### src/rtl/ps2_cmd_sequencer.sv
// PS/2 host command sequencer. Runs the keyboard reset/BAT handshake and the
// LED update (0xED + mask) exchange, retries on RESEND or timeout, and shares
// the receive byte stream: command responses are consumed while a sequence is
// in flight, and every byte received in READY or ERROR goes to the key decoder.
// Handshake: tx_start is a one-cycle request and tx_data is held until the tx
// engine answers with tx_done_tick; rx_done_tick marks rx_data valid for one
// cycle; key_valid marks key_code for one cycle, with key_code held after it.
module ps2_cmd_sequencer #(
  parameter int ACK_TIMEOUT = 2_000_000,
  parameter int BAT_TIMEOUT = 100_000_000,
  parameter int MAX_RETRY   = 3
) (
  input  logic       clk,
  input  logic       reset,
  input  logic       init_req,
  input  logic       led_req,
  input  logic [2:0] led_mask,
  input  logic       tx_done_tick,
  input  logic       rx_done_tick,
  input  logic [7:0] rx_data,
  output logic       tx_start,
  output logic [7:0] tx_data,
  output logic       key_valid,
  output logic [7:0] key_code,
  output logic       busy,
  output logic       ready,
  output logic       error
);

  localparam int RW = (MAX_RETRY > 1) ? $clog2(MAX_RETRY) : 1;
  localparam logic [RW-1:0] RETRY_LAST = RW'(MAX_RETRY - 1);
  localparam logic [31:0]   ACK_LAST   = 32'(ACK_TIMEOUT - 1);
  localparam logic [31:0]   BAT_LAST   = 32'(BAT_TIMEOUT - 1);

  localparam logic [7:0] CMD_RESET    = 8'hFF;
  localparam logic [7:0] CMD_SET_LED  = 8'hED;
  localparam logic [7:0] RSP_ACK      = 8'hFA;
  localparam logic [7:0] RSP_RESEND   = 8'hFE;
  localparam logic [7:0] RSP_BAT_OK   = 8'hAA;
  localparam logic [7:0] RSP_BAT_FAIL = 8'hFC;

  typedef enum logic [2:0] {
    S_SEND_RST, S_SEND_ED, S_SEND_MASK, S_WAIT_TX,
    S_WAIT_ACK, S_WAIT_BAT, S_READY, S_ERROR
  } state_t;

  // Which command byte is in flight; selects the ACK successor and the resend target.
  typedef enum logic [1:0] { CMD_RST, CMD_ED, CMD_MASK } cmd_t;

  state_t          state_q, state_d, resend_state;
  cmd_t            cmd_q, cmd_d;
  logic [RW-1:0]   retry_q, retry_d;
  logic [31:0]     timer_q, timer_d;
  logic [2:0]      mask_q, mask_d;
  logic            led_pending_q, led_pending_d;
  logic            tx_start_q, tx_start_d;
  logic [7:0]      tx_data_q, tx_data_d;
  logic            key_valid_q, key_valid_d;
  logic [7:0]      key_code_q, key_code_d;
  logic            retry_exhausted;

  assign busy            = (state_q != S_READY) && (state_q != S_ERROR);
  assign ready           = (state_q == S_READY);
  assign error           = (state_q == S_ERROR);
  assign tx_start        = tx_start_q;
  assign tx_data         = tx_data_q;
  assign key_valid       = key_valid_q;
  assign key_code        = key_code_q;
  assign retry_exhausted = (retry_q == RETRY_LAST);

  // Map the in-flight command back to the state that retransmits it.
  always_comb begin
    resend_state = S_SEND_RST;
    case (cmd_q)
      CMD_ED:   resend_state = S_SEND_ED;
      CMD_MASK: resend_state = S_SEND_MASK;
      default:  resend_state = S_SEND_RST;
    endcase
  end

  // Next-state and next-output logic for the whole sequencer.
  always_comb begin
    state_d       = state_q;
    cmd_d         = cmd_q;
    retry_d       = retry_q;
    timer_d       = timer_q;
    mask_d        = mask_q;
    led_pending_d = led_pending_q;
    tx_start_d    = 1'b0;
    tx_data_d     = tx_data_q;
    key_valid_d   = 1'b0;
    key_code_d    = key_code_q;

    // Response timer only runs while waiting on the keyboard, saturating at all-ones.
    if ((state_q == S_WAIT_ACK || state_q == S_WAIT_BAT) && timer_q != '1)
      timer_d = timer_q + 32'd1;

    // LED requests seen mid-sequence coalesce into a single pending flag.
    if (led_req && busy)
      led_pending_d = 1'b1;

    // Outside a sequence every received byte is a scan code.
    if (rx_done_tick && !busy) begin
      key_valid_d = 1'b1;
      key_code_d  = rx_data;
    end

    unique case (state_q)
      S_SEND_RST: begin
        tx_start_d = 1'b1;
        tx_data_d  = CMD_RESET;
        cmd_d      = CMD_RST;
        state_d    = S_WAIT_TX;
      end
      S_SEND_ED: begin
        tx_start_d = 1'b1;
        tx_data_d  = CMD_SET_LED;
        cmd_d      = CMD_ED;
        state_d    = S_WAIT_TX;
      end
      S_SEND_MASK: begin
        tx_start_d = 1'b1;
        tx_data_d  = {5'b00000, mask_q};
        cmd_d      = CMD_MASK;
        state_d    = S_WAIT_TX;
      end
      S_WAIT_TX: begin
        if (tx_done_tick) begin
          timer_d = '0;
          state_d = S_WAIT_ACK;
        end
      end
      S_WAIT_ACK: begin
        if (rx_done_tick && rx_data == RSP_ACK) begin
          retry_d = '0;
          case (cmd_q)
            CMD_RST: begin
              timer_d = '0;
              state_d = S_WAIT_BAT;
            end
            CMD_ED:  state_d = S_SEND_MASK;
            default: state_d = S_READY;
          endcase
        end else if ((rx_done_tick && rx_data == RSP_RESEND) || timer_q == ACK_LAST) begin
          if (retry_exhausted) begin
            state_d = S_ERROR;
          end else begin
            retry_d = retry_q + 1'b1;
            state_d = resend_state;
          end
        end
      end
      S_WAIT_BAT: begin
        if (rx_done_tick && rx_data == RSP_BAT_OK) begin
          state_d = S_READY;
        end else if ((rx_done_tick && rx_data == RSP_BAT_FAIL) || timer_q == BAT_LAST) begin
          if (retry_exhausted) begin
            state_d = S_ERROR;
          end else begin
            retry_d = retry_q + 1'b1;
            state_d = S_SEND_RST;
          end
        end
      end
      S_READY: begin
        if (init_req) begin
          state_d = S_SEND_RST;
          if (led_req) led_pending_d = 1'b1;
        end else if (led_req || led_pending_q) begin
          mask_d        = led_mask;
          led_pending_d = 1'b0;
          state_d       = S_SEND_ED;
        end
      end
      S_ERROR: begin
        if (init_req) begin
          retry_d = '0;
          state_d = S_SEND_RST;
        end
      end
      default: state_d = S_SEND_RST;
    endcase
  end

  // State and output registers; reset restarts the keyboard reset sequence.
  always_ff @(posedge clk) begin
    if (reset) begin
      state_q       <= S_SEND_RST;
      cmd_q         <= CMD_RST;
      retry_q       <= '0;
      timer_q       <= '0;
      mask_q        <= '0;
      led_pending_q <= 1'b0;
      tx_start_q    <= 1'b0;
      tx_data_q     <= 8'h00;
      key_valid_q   <= 1'b0;
      key_code_q    <= 8'h00;
    end else begin
      state_q       <= state_d;
      cmd_q         <= cmd_d;
      retry_q       <= retry_d;
      timer_q       <= timer_d;
      mask_q        <= mask_d;
      led_pending_q <= led_pending_d;
      tx_start_q    <= tx_start_d;
      tx_data_q     <= tx_data_d;
      key_valid_q   <= key_valid_d;
      key_code_q    <= key_code_d;
    end
  end

endmodule
### config.mk
export PLATFORM = sky130hd
export DESIGN_NAME = ps2_cmd_sequencer
export DESIGN_NICKNAME = d
export VERILOG_FILES = /design/src/rtl/ps2_cmd_sequencer.sv
export SDC_FILE = /design/constraint.sdc
export NUM_CORES = 1
export LEC_CHECK = 0
export ABC_AREA = 1
export BUFFER_PORTS_ARGS = -buffer_cell sky130_fd_sc_hd__buf_4
export CAP_MARGIN = 15
export CELL_PAD_IN_SITES_DETAIL_PLACEMENT = 1
export CELL_PAD_IN_SITES_GLOBAL_PLACEMENT = 2
export CORE_MARGIN = 8
export CORE_UTILIZATION = 34
export CTS_CLUSTER_DIAMETER = 80
export CTS_CLUSTER_SIZE = 14
export DETAILED_ROUTE_END_ITERATION = 7
export GPL_TIMING_DRIVEN = 0
export PLACE_DENSITY = 0.91
export SKIP_LAST_GASP = 1
export SYNTH_ARGS = -nofsm -noshare
export SYNTH_HDL_FRONTEND = slang
export SYNTH_SLANG_ARGS = --single-unit
### constraint.sdc
create_clock -name clk -period 4.3 [get_ports clk]
set_input_delay 0.43 -clock clk [delete_from_list [all_inputs] [get_ports clk]]
set_output_delay 0.43 -clock clk [all_outputs]
set_load 0.05 [all_outputs]
==> out/qor.txt <==
Internal - 892 µW
RSZ-0062 raised after global routing - false
Max-Cap Viols - 0
Area Overhead vs Synth - 17.0%
Worst Hold Slack - 0.293 ns
Initial Utilization - 34.6%
worst path bufs/invs - 3
die height - 118 µm
# rows - 37
Worst slew margin - 65.3%
Clock Tree Root - clkbuf_8
Post-Syn Instances - 554
Setup TNS - 0 ns
n_diodes - 0
Net Sw Frac - 33.7%
CP max stage delay - 0.38 ns
final RePlAce weighted congestion - 0.857
Seq cells post-synth - 58
antenna violations before repair - 0
Period Utilization, post-route - 47.8%
leakage - 1.76 nW
top_reg_cell synth - dfxtp_1
Clk pwr share - 33.5%
fraction of layout cells with a size suffix above 1 - 17.7%
Final Cell Area - 4120 µm²
Finish-stage setup viols - 0
DRC - 0
vias in the first global route - 3,823
Slew @ Worst Pin - 0.520 ns
Post-Place Cell Area - 3960 µm²
CTS tree - done
number of instances in the placed design - 726
CTS clk-pin slew, worst paths - 0.06 ns
Setup crit end kind - register
dpl hpwl - 8560 µm
top post-synthesis cells by count - 141 x nand2_1, 90 x nor2_1, 62 x inv_1, 58 x dfxtp_1, 39 x nand3_1
status - finished clean
pwr/cell area - 327 nW/µm²
Top-Level Pins - 38
via count - 3,592
overall routing resource usage - 15.8%
hold crit path type - in -> reg
Final Instance Count excl. Fillers - 739
arrival time worst endpoint - 2.30 ns
vias per std cell - 4.86
area of the multi-input gates - 1980 µm²
input/output buffers - 36
YS warnings - 0
Netlist cell types - 38
total congestion overflow - 0
CP Class - reg -> reg
Max Clk Rate - 0.487 GHz
hold buffer count at CTS - 0
chip width - 118 µm
CP Cell Sequence - ha_1, nand2_1, nor2_2, nand2_2, nor3_4, nand2_4, nand2_8, inv_4, buf_6, nand2_2, nand2_1, clkinv_1, nor2_2
top-count cell post-synth - nand2_1
post-CTS setup repair buffer count - 0
CP top delay family - simple AND/OR/NAND/NOR gates
cell area after synthesis - 3520 µm²
# fillers - 1,386
required time of the critical path - 4.55 ns
area leader, netlist - dfxtp_1
CTS sink cnt - 58
fin. max-slew vios - 0
maximum fanout along the worst path - 10
die area - 13,900 µm²
antenna-violating nets left - 0
final core occ - 40.4%
setup slack after placement - 2.24 ns
Core Region - 10,200 µm²
Post-Synthesis Net Count - 574
post-layout net count - 621
pin count of the biggest net entering global routing - 11
post-synthesis sequential area ratio - 33.0%
Synth area leaders - dfxtp_1 33%, nand2_1 15%, nor2_1 9.6%, inv_1 6.6%, nand3_1 5.5%
EDFF count, synth - 0
Iter 0 DRT Violations - 144
wire per inst - 14.6 µm
first-pass GRT wire length - 18,000 µm
Clock H-tree levels - 3
CTS Buf Count - 9
Storage cell area - 1160 µm²
overall routed net length - 10,800 µm
Sw Pwr - 453 µW
CTS Buffer Depth - 2
Critical-path top delay cell - dfxtp_1
Clock Latency Late Sink - 0.35 ns
post-CTS sizing - 0
Mean Syn Cell Area - 6.35 µm²
final worst slack - 2.25 ns
DRT Pass-1 Iters - 4
Max IR drop VDD - 0.177 mV
Reg power frac - 44.1%
clock period minus worst slack - 2.05 ns
Startpoint Class - register
Async SR Flop Fraction - 0%
Synth top area share - 33.0%
Final Hold Fails - 0
combinational power share - 22.4%
Post-Route Skew - 0.0107 ns
Pwr Total - 1.35 mW
[flip-flops by register name, summed over array words and instances (netlist names)]
signal         count
retry_q            2
tx_data            5
state_q            3
mask_q             3
key_valid          1
key_code           8
led_pending_q      1
tx_start           1
timer_q           32
cmd_q              2
[final timing paths]
kind | start | end | slack, ns | depth (start not counted)
setup / recovery | timer_q[0]$_SDFF_PP0_ | timer_q[11]$_SDFF_PP0_ | 2.25 | 13
hold reg to reg | key_code[7]$_SDFFE_PP0P_ | key_code[7]$_SDFFE_PP0P_ | 0.47 | 2
hold / removal | rx_data[3] | key_code[3]$_SDFFE_PP0P_ | 0.29 | 3
setup reg to reg | timer_q[0]$_SDFF_PP0_ | timer_q[11]$_SDFF_PP0_ | 2.25 | 13
[cells in the final DEF, fill, tap and decap left out, drive strengths merged, types with 2 or more instances in the layout]
cell type,count
buf,44
clkinv,4
dfxtp,58
xor2,9
a31oi,2
nand2,155
o21ai,28
inv,73
a21oi,26
ha,3
nand4,11
nor2,103
nand3,40
nor3,22
clkbuf,16
nor3b,3
[worst min-delay path, cell delays in order]
cell and delay, ns:
buf_4 0.09, nand2_1 0.05, nand2_1 0.04
[per-layer routing]
layer	wire, µm	GRT usage, %
met1	5200	19.0
met2	5010	26.9
met3	335	2.83
met4	243	6.89
met5	0	0
[final cells by class]
cell class / instances / area share [%]
multi-input cells: 408 / 48.1
flip-flops and latches: 58 / 28.2
inverters: 77 / 7.08
repair buffers: 36 / 6.56
well taps: 136 / 4.13
clock buffers: 13 / 3.86
plain buffers: 11 / 2.04
[power by group through the flow]
stage	Sequential (mW)	Clock, mW	Combinational, mW
final	0.593	0.451	0.301
after global routing	0.597	0.487	0.327
after CTS	0.593	0.461	0.303
after detailed placement	0.604	0	0.302
after global placement	0.604	0	0.297
after floorplan	0.639	0	0.172
[logic make-up (layout without fill, tap and decap cells)]
family,after synthesis,after routing,share of synthesized area [%]
xor gates and xnor gates,10,10,2.49
DFF,58,58,33.0
and+or+nand+nor,337,337,43.6
buffers and inverters,88,137,10.7
adders and majority gates,3,3,1.07
AOI/OAI and AO/OA,58,58,9.21
(Power assumes the default switching activity.)
